<file path="src/rtl/inst_fetch_ctrl.sv">
// Instruction-fetch controller: owns the PC, shares the memory port between the
// byte loader and fetch, and hands 32-bit instructions to decode over valid/ready.
module inst_fetch_ctrl #(
    parameter int          MEM_BYTES = 24,
    parameter logic [31:0] RESET_PC  = 32'd0
) (
    input  logic        clock,
    input  logic        reset,
    input  logic        start,
    input  logic        load_req,
    input  logic        load_valid,
    input  logic [7:0]  load_addr,
    input  logic [7:0]  load_data,
    input  logic        load_done,
    output logic [31:0] mem_pc,
    input  logic [31:0] mem_rdata,
    output logic        mem_we,
    output logic [7:0]  mem_waddr,
    output logic [7:0]  mem_wdata,
    output logic        inst_valid,
    input  logic        inst_ready,
    output logic [31:0] inst_code,
    output logic [31:0] inst_pc,
    input  logic        redirect_valid,
    input  logic [31:0] redirect_pc,
    output logic        busy,
    output logic        done,
    output logic        fault
);

    typedef enum logic [1:0] {
        S_IDLE  = 2'd0,
        S_LOAD  = 2'd1,
        S_FETCH = 2'd2,
        S_HALT  = 2'd3
    } state_t;

    localparam logic [31:0] MEM_BYTES_W = 32'(MEM_BYTES);
    localparam logic [31:0] LAST_PC     = 32'(MEM_BYTES - 4);

    state_t      state_q, state_d;
    logic [31:0] pc_q, pc_d;
    logic        inst_valid_q, inst_valid_d;
    logic [31:0] inst_code_q, inst_code_d;
    logic [31:0] inst_pc_q, inst_pc_d;
    logic        fault_q, fault_d;

    logic        addr_ok_s;
    logic        slot_s;
    logic        redir_bad_s;

    assign addr_ok_s   = ({24'd0, load_addr} < MEM_BYTES_W);
    assign slot_s      = !inst_valid_q || inst_ready;
    assign redir_bad_s = (redirect_pc[1:0] != 2'b00) || (redirect_pc > LAST_PC);

    // Next-state and datapath update for all four states
    always_comb begin
        state_d      = state_q;
        pc_d         = pc_q;
        inst_valid_d = inst_valid_q;
        inst_code_d  = inst_code_q;
        inst_pc_d    = inst_pc_q;
        fault_d      = fault_q;
        case (state_q)
            S_IDLE, S_HALT: begin
                if (load_req) begin
                    state_d      = S_LOAD;
                    fault_d      = 1'b0;
                    inst_valid_d = 1'b0;
                end else if (start) begin
                    state_d      = S_FETCH;
                    pc_d         = RESET_PC;
                    fault_d      = 1'b0;
                    inst_valid_d = 1'b0;
                end else begin
                    state_d = state_q;
                end
            end
            S_LOAD: begin
                if (load_valid && !addr_ok_s) begin
                    fault_d = 1'b1;
                end else begin
                    fault_d = fault_q;
                end
                if (load_done) begin
                    state_d = S_IDLE;
                    pc_d    = RESET_PC;
                end else begin
                    state_d = S_LOAD;
                end
            end
            S_FETCH: begin
                // A redirect flushes the held instruction even if decode takes it now
                if (redirect_valid) begin
                    inst_valid_d = 1'b0;
                    if (redir_bad_s) begin
                        fault_d = 1'b1;
                        state_d = S_HALT;
                    end else begin
                        pc_d = redirect_pc;
                    end
                end else if (slot_s) begin
                    if (pc_q <= LAST_PC) begin
                        inst_code_d  = mem_rdata;
                        inst_pc_d    = pc_q;
                        inst_valid_d = 1'b1;
                        pc_d         = pc_q + 32'd4;
                    end else begin
                        inst_valid_d = 1'b0;
                        if (!inst_valid_q) begin
                            state_d = S_HALT;
                        end else begin
                            state_d = S_FETCH;
                        end
                    end
                end else begin
                    state_d = S_FETCH;
                end
            end
            default: begin
                state_d      = S_IDLE;
                inst_valid_d = 1'b0;
            end
        endcase
    end

    // State and datapath registers with synchronous reset
    always_ff @(posedge clock) begin
        if (reset) begin
            state_q      <= S_IDLE;
            pc_q         <= RESET_PC;
            inst_valid_q <= 1'b0;
            inst_code_q  <= 32'd0;
            inst_pc_q    <= 32'd0;
            fault_q      <= 1'b0;
        end else begin
            state_q      <= state_d;
            pc_q         <= pc_d;
            inst_valid_q <= inst_valid_d;
            inst_code_q  <= inst_code_d;
            inst_pc_q    <= inst_pc_d;
            fault_q      <= fault_d;
        end
    end

    assign mem_pc     = pc_q;
    assign mem_we     = (state_q == S_LOAD) && load_valid && addr_ok_s;
    assign mem_waddr  = load_addr;
    assign mem_wdata  = load_data;
    assign inst_valid = inst_valid_q;
    assign inst_code  = inst_code_q;
    assign inst_pc    = inst_pc_q;
    assign busy       = (state_q == S_LOAD) || (state_q == S_FETCH);
    assign done       = (state_q == S_HALT);
    assign fault      = fault_q;

endmodule

</file>
<file path="config.mk">
export PLATFORM = sky130hd
export DESIGN_NAME = inst_fetch_ctrl
export DESIGN_NICKNAME = d
export VERILOG_FILES = /design/src/rtl/inst_fetch_ctrl.sv
export SDC_FILE = /design/constraint.sdc
export NUM_CORES = 1
export LEC_CHECK = 0
export ABC_AREA = 1
export BUFFER_PORTS_ARGS = -buffer_cell sky130_fd_sc_hd__buf_2
export CORE_MARGIN = 2
export CORE_UTILIZATION = 30
export DETAILED_ROUTE_END_ITERATION = 10
export PLACE_DENSITY = 0.59
export SLEW_MARGIN = 20
export SYNTH_ARGS = -nofsm -noshare
export SYNTH_HDL_FRONTEND = slang
export SYNTH_SLANG_ARGS = --single-unit
</file>
<file path="constraint.sdc">
create_clock -name clock -period 1.5 [get_ports clock]
set_input_delay 0 -clock clock [delete_from_list [all_inputs] [get_ports clock]]
set_output_delay 0 -clock clock [all_outputs]
set_load 0.02 [all_outputs]
</file>
== Word level (Yosys, flattened, before mapping) ==
Cells that the tools add are included.

* Output and inout bits: 117
* Bits in writable memories: 0
* Bits in registers: 100
* Bits in latches: 0
* Memories kept: 0
* Word-level logic and storage cells: 70
* Bits of input ports: 88
* Memory bits (read-only): 0

* Divide/modulo/power cells: 0
* $add $sub $neg: 1
* Reductions and logical operators: 17
* Mux-type cells: 27
* Bitwise logic cells: 1
* Order comparisons: 3
* Equal/unequal tests: 15
* Shifts and indexed selects: 0
* Multiply operators: 0

{| class="wikitable"
|+ Operator list
! operator !! number
|-
| 32-bit two-way mux || 7
|-
| 32-bit case mux with 3 select lines || 1
|-
| 32-bit by 3-bit adder with 32-bit output (second input constant) || 1
|-
| 32-bit by 5-bit > comparator with 1-bit output (second input constant) || 1
|-
| 32-bit by 5-bit less-or-equal comparator with 1-bit output (second input constant) || 1
|-
| 3-bit inequality test (second input constant) || 5
|-
| 2-bit two-way mux || 6
|-
| 2-bit inequality test (second input constant) || 6
|-
| 1-bit two-way mux || 10
|-
| 8-bit by 5-bit < comparator with 1-bit output (second input constant) || 1
|-
| 4-bit AND reduction || 2
|-
| 2-bit case mux with 3 select lines || 1
|-
| 3-bit AND reduction || 2
|-
| 6-bit AND reduction || 1
|-
| 2-bit == test (second input constant) || 2
|-
| 4-bit inequality test (second input constant) || 1
|-
| 2-bit nonzero test || 2
|-
| 1-bit logical AND || 3
|-
| 1-bit logical OR || 3
|-
| 1-bit case mux with 3 select lines || 1
|-
| 2-bit by 1-bit == test with 1-bit output (second input constant) || 1
|-
| 1-bit logical NOT || 2
|-
| 2-bit logical NOT || 1
|-
| 1-bit case mux with 2 select lines || 1
|-
| 2 further kinds || 2
|}

== Depth between registers and ports, before layout ==
* Word-level depth: 5
* Mapped depth: 13
* Mapped depth without buffers: 12

== Worst setup path after synthesis ==
OpenSTA, ideal clock, no wires.

* Path type: reg2reg
* From: reg pc_q[2] (netlist: mem_pc[2])
* To: reg state_q[0]
* Period minus slack after synthesis: 1.672 ns
* Data required time: 1.390 ns
* Data arrival time: 1.562 ns
* Cell stages (with the launch flop): 12
* Library setup time: 0.110 ns
* Setup slack: -0.172 ns
* Cell sequence: dfxtp_1 -> inv_1 -> ha_1 -> inv_1 -> nand2_1 -> a21oi_1 -> nor2_2 -> nand4_2 -> clkbuf_2 -> nand4_1 -> nand2_1 -> nor2_1

* Word-level cells in the longest chain between the ends: 3

{| class="wikitable"
|+ RTL lines
! what !! line !! text
|-
| start: declaration || 42 || <nowiki>logic [31:0] pc_q, pc_d;</nowiki>
|-
| start signal: assignment || 138 || <nowiki>pc_q <= pc_d;</nowiki>
|-
| 32-bit by 5-bit less-or-equal comparator with 1-bit output || 103 || <nowiki>if (pc_q <= LAST_PC) begin</nowiki>
|-
| 4-bit inequality test (no source line) || - ||
|-
| 3-bit AND reduction (no source line) || - ||
|-
| end signal: assignment || 137 || <nowiki>state_q <= state_d;</nowiki>
|-
| end: declaration || 41 || <nowiki>state_t state_q, state_d;</nowiki>
|}

Every way passes these cells.
A chain may end at the register's enable or synchronous reset.

== Worst setup path in the final report ==
* From: reg pc_q[2] (netlist: mem_pc[2])
* To: reg inst_code_q[2] (netlist: inst_code[2])

* Word-level cells in the longest chain between the ends: 2

{| class="wikitable"
|+ RTL lines
! what !! line !! text
|-
| 32-bit by 5-bit less-or-equal comparator with 1-bit output || 103 ||
|-
| 4-bit AND reduction (no source line) || - ||
|-
| end signal: assignment || 140 || <nowiki>inst_code_q <= inst_code_d;</nowiki>
|-
| end: declaration || 44 || <nowiki>logic [31:0] inst_code_q, inst_code_d;</nowiki>
|}

Every way passes these cells.

==> impl_metrics.sql <==
INSERT INTO impl_metrics (metric_group, metric, value, unit) VALUES
('run_status', 'result_of_the_run', 'complete, but fails checks', ''),
('run_status', 'violations', 'negative setup slack', ''),
('sta', 'max_freq', '587.3', 'MHz'),
('worst_setup_path', 'rr_worst_depth', '11', ''),
('yosys', 'async_sr_flop_fraction', '0', ''),
('placed_design', 'finalWeightedCongestion', '0.8232', ''),
('grt', 'gr-max-usage-layer', 'met2', ''),
('clock_tree', 'tritoncts.num_buffers', '9', ''),
('grt', 'met2_usage', '0.3019', ''),
('yosys', 'postSynth.topFlopCell', 'sky130_fd_sc_hd__dfxtp_1', ''),
('grt', 'grt_util_all_layers', '0.1706', ''),
('worst_setup_path', 'r2r_endpoint', 'inst_code[2]', ''),
('worst_setup_path', 'required', '1.78', 'ns'),
('yosys', 'syn-cell-area', '0.003867', 'sq mm'),
('placed_design', 'numPortBuffers', '182', ''),
('worst_setup_path', 'crit_type', 'flop to flop', ''),
('yosys', 'yosys.cell_count.top_type', 'sky130_fd_sc_hd__dfxtp_1', ''),
('worst_setup_path', 'critical_path.max_stage_delay', '0.35', 'ns'),
('sta', 'max_slew_violations', '0', ''),
('worst_setup_path', 'critical_path.startpoint_type', 'flop', ''),
('yosys', 'post_synth_most_frequent_cells', '100 x sky130_fd_sc_hd__dfxtp_1, 70 x sky130_fd_sc_hd__nor2_1, 66 x sky130_fd_sc_hd__nand2_1, 59 x sky130_fd_sc_hd__inv_1, 46 x sky130_fd_sc_hd__a21oi_1', ''),
('power_and_ir_drop', 'static-leakage-power', '3.275', 'nW'),
('sta', 'setup_viol_count_final', '98', ''),
('power_and_ir_drop', 'p_comb_frac', '0.371', ''),
('grt', 'grt-ovfl-total', '0', ''),
('worst_setup_path', 'r2r_setup_slack', '-0.20', 'ns'),
('clock_tree', 'clock_latency_on_the_worst_skew_pair', '0.35', 'ns'),
('floorplan', 'core', '0.01262', 'sq mm'),
('yosys', 'synth-warning-count', '0', ''),
('yosys', 'seq_area_frac_synth', '0.5176', ''),
('sta', 'fin_skew', '0.008130', 'ns'),
('route', 'drt.antenna.violating_nets', '0', ''),
('sta', 'finalWorstSetupSlack', '-0.2028', 'ns'),
('grt', 'grt_first_pass_wirelength', '19190', 'um'),
('sta', 'worst_slew_margin_rel', '0.6916', ''),
('worst_setup_path', 'worstReg2RegStart', 'mem_pc[2]', ''),
('yosys', 'count_of_mapped_cells_out_of_synthesis', '483', ''),
('yosys', 'post_synth_and_or_nand_nor_area_fraction', '0.2187', ''),
('power_and_ir_drop', 'pwr-share-seq', '0.335', ''),
('yosys', 'synth_adder_area_share', '0.01941', ''),
('clock_tree', 'cts.reportedPaths.clkPinSlew', '0.07', 'ns'),
('worst_setup_path', 'timing.critical_path.to', 'inst_code[2]', ''),
('worst_setup_path', 'cp_arrival', '1.98', 'ns'),
('floorplan', 'die_x', '117.5', 'um'),
('min_path', 'holdCritPathClass', 'input port to output port', ''),
('yosys', 'synth-edff-count', '0', ''),
('floorplan', 'start_util', '0.3065', ''),
('layout', 'layout.nets', '832', ''),
('yosys', 'postSynthNetCount', '577', ''),
('route', 'viasPerCell', '4.399', ''),
('route', 'drt_wl_total', '12120', 'um'),
('yosys', 'synth_top_family_by_area', 'simple AND/OR/NAND/NOR gates', ''),
('placed_design', 'worst_setup_slack_post_dpl', '-0.1649', 'ns'),
('power_and_ir_drop', 'net-switching-power', '0.003115', 'W'),
('floorplan', 'fp.dieH', '117.5', 'um'),
('route', 'num_vias', '4025', ''),
('layout', 'antenna_cells_inserted', '0', ''),
('floorplan', 'row_count', '41', ''),
('route', 'drt_iter0_drcs', '101', ''),
('worst_setup_path', 'crit_path_start', 'mem_pc[2]', ''),
('worst_setup_path', 'critPathBufInv', '5', ''),
('yosys', 'synth-xor-area-share', '0.002265', ''),
('power_and_ir_drop', 'power_per_cell_area', '1443', 'mW/mm^2'),
('sta', 'final_min_period_over_clock_period', '1.135', ''),
('power_and_ir_drop', 'switching_power_share_of_the_total', '0.3287', ''),
('sta', 'timing.final.hold_violations', '0', ''),
('sta', 'tightestPinTransition', '0.4626', 'ns'),
('sta', 'period_needed', '1.703', 'ns'),
('job', 'cap_violations', '0', ''),
('placed_design', 'dp_hpwl', '7532', 'um'),
('layout', 'layout-drive-gt1-share', '0.4751', '');
## cells by family (layout without fill, tap and decap cells)
logic type	count (synthesis)	in the layout
compound gates	91	91
xor+xnor	1	1
fa+ha+maj	6	6
buf+inv	100	360
flops	100	100
simple gates	185	185
## power by group through the flow
stage	logic, W	registers, W	clock network (W)
2_1_floorplan	0.00129	0.00352	0
3_3_place_gp	0.00261	0.00317	0
3_5_place_dp	0.00266	0.00318	0
4_1_cts	0.00332	0.00315	0.00286
5_1_grt	0.00381	0.00320	0.00296
6_report	0.00351	0.00317	0.00279
## metrics by stage
stage	std cells	setup TNS, ns	hold slack [ns]	utilization	cell area, sq um
floorplan	483	0	0.06907	-	3905
global placement	854	-6.001	0.0001487	0.4173	5266
detailed placement	854	-9.095	0.0001487	0.4173	5266
CTS	914	-8.649	0.0001487	0.5077	6407
global route	915	-25.01	0.00002663	0.5204	6568
finish	915	-13.61	0.000008833	0.5204	6568
## layout make-up
class	instances	area, sq um
multi-input cells	283	1752
repair buffers	283	1978
fillers	1180	6052
flip-flops and latches	100	2018
inverters	61	236.5
clock buffers	11	264.0
clock inverters	5	103.9
well taps	172	215.2
## metal layers
layer	share of wire	up-vias
met1	0.43	1856
met4	0.020	0
met2	0.50	114
li1	-	2034
met3	0.048	21
met5	0	-
## registers in the layout, indices dropped and copies added, names as in the netlist
register	count
fault	1
inst_code	32
inst_pc	32
inst_valid	1
mem_pc	32
state_q	2
## cell usage in the layout, fill, tap and decap left out, types with 9 or more instances in the layout
cell,count
sky130_fd_sc_hd__nand2_1,60
sky130_fd_sc_hd__buf_2,181
sky130_fd_sc_hd__buf_6,9
sky130_fd_sc_hd__o21ai_2,26
sky130_fd_sc_hd__nor2_1,66
sky130_fd_sc_hd__o21ai_1,10
sky130_fd_sc_hd__inv_1,53
sky130_fd_sc_hd__dlygate4sd3_1,32
sky130_fd_sc_hd__clkbuf_16,12
sky130_fd_sc_hd__buf_4,48
sky130_fd_sc_hd__dfxtp_1,95
sky130_fd_sc_hd__a21oi_1,28
sky130_fd_sc_hd__a21oi_2,18
sky130_fd_sc_hd__and3_1,27
## worst min path at each step
stage	start	endpoint	slack (ns)	depth (start not counted)
after floorplan	reset	inst_valid	0.07	1
final	load_data[4]	mem_wdata[4]	0.000009	0
after detailed placement	load_addr[0]	mem_waddr[0]	0.0001	0
after global placement	load_addr[0]	mem_waddr[0]	0.0001	0
after global routing	load_data[4]	mem_wdata[4]	0.00003	0
after CTS	load_addr[0]	mem_waddr[0]	0.0001	0
## timing repair
item	in CTS	in global routing
hold endpoints to repair	32	0
hold buffers	32	0
gates cloned	4	2
pin swaps	17	22
buffers inserted	8	3
resized for setup	112	32
setup endpoints to repair	101	101
## worst reg2reg max path, stage by stage (launching register included)
cell	delay [ns]
sky130_fd_sc_hd__dfxtp_4	0.35
sky130_fd_sc_hd__inv_2	0.08
sky130_fd_sc_hd__ha_4	0.12
sky130_fd_sc_hd__inv_1	0.03
sky130_fd_sc_hd__nand2_1	0.06
sky130_fd_sc_hd__a21oi_2	0.05
sky130_fd_sc_hd__nor2_4	0.19
sky130_fd_sc_hd__nand4_4	0.16
sky130_fd_sc_hd__buf_12	0.19
sky130_fd_sc_hd__buf_12	0.16
sky130_fd_sc_hd__buf_8	0.13
sky130_fd_sc_hd__a21oi_1	0.12
No activity file was read; power rests on OpenSTA's default activity.
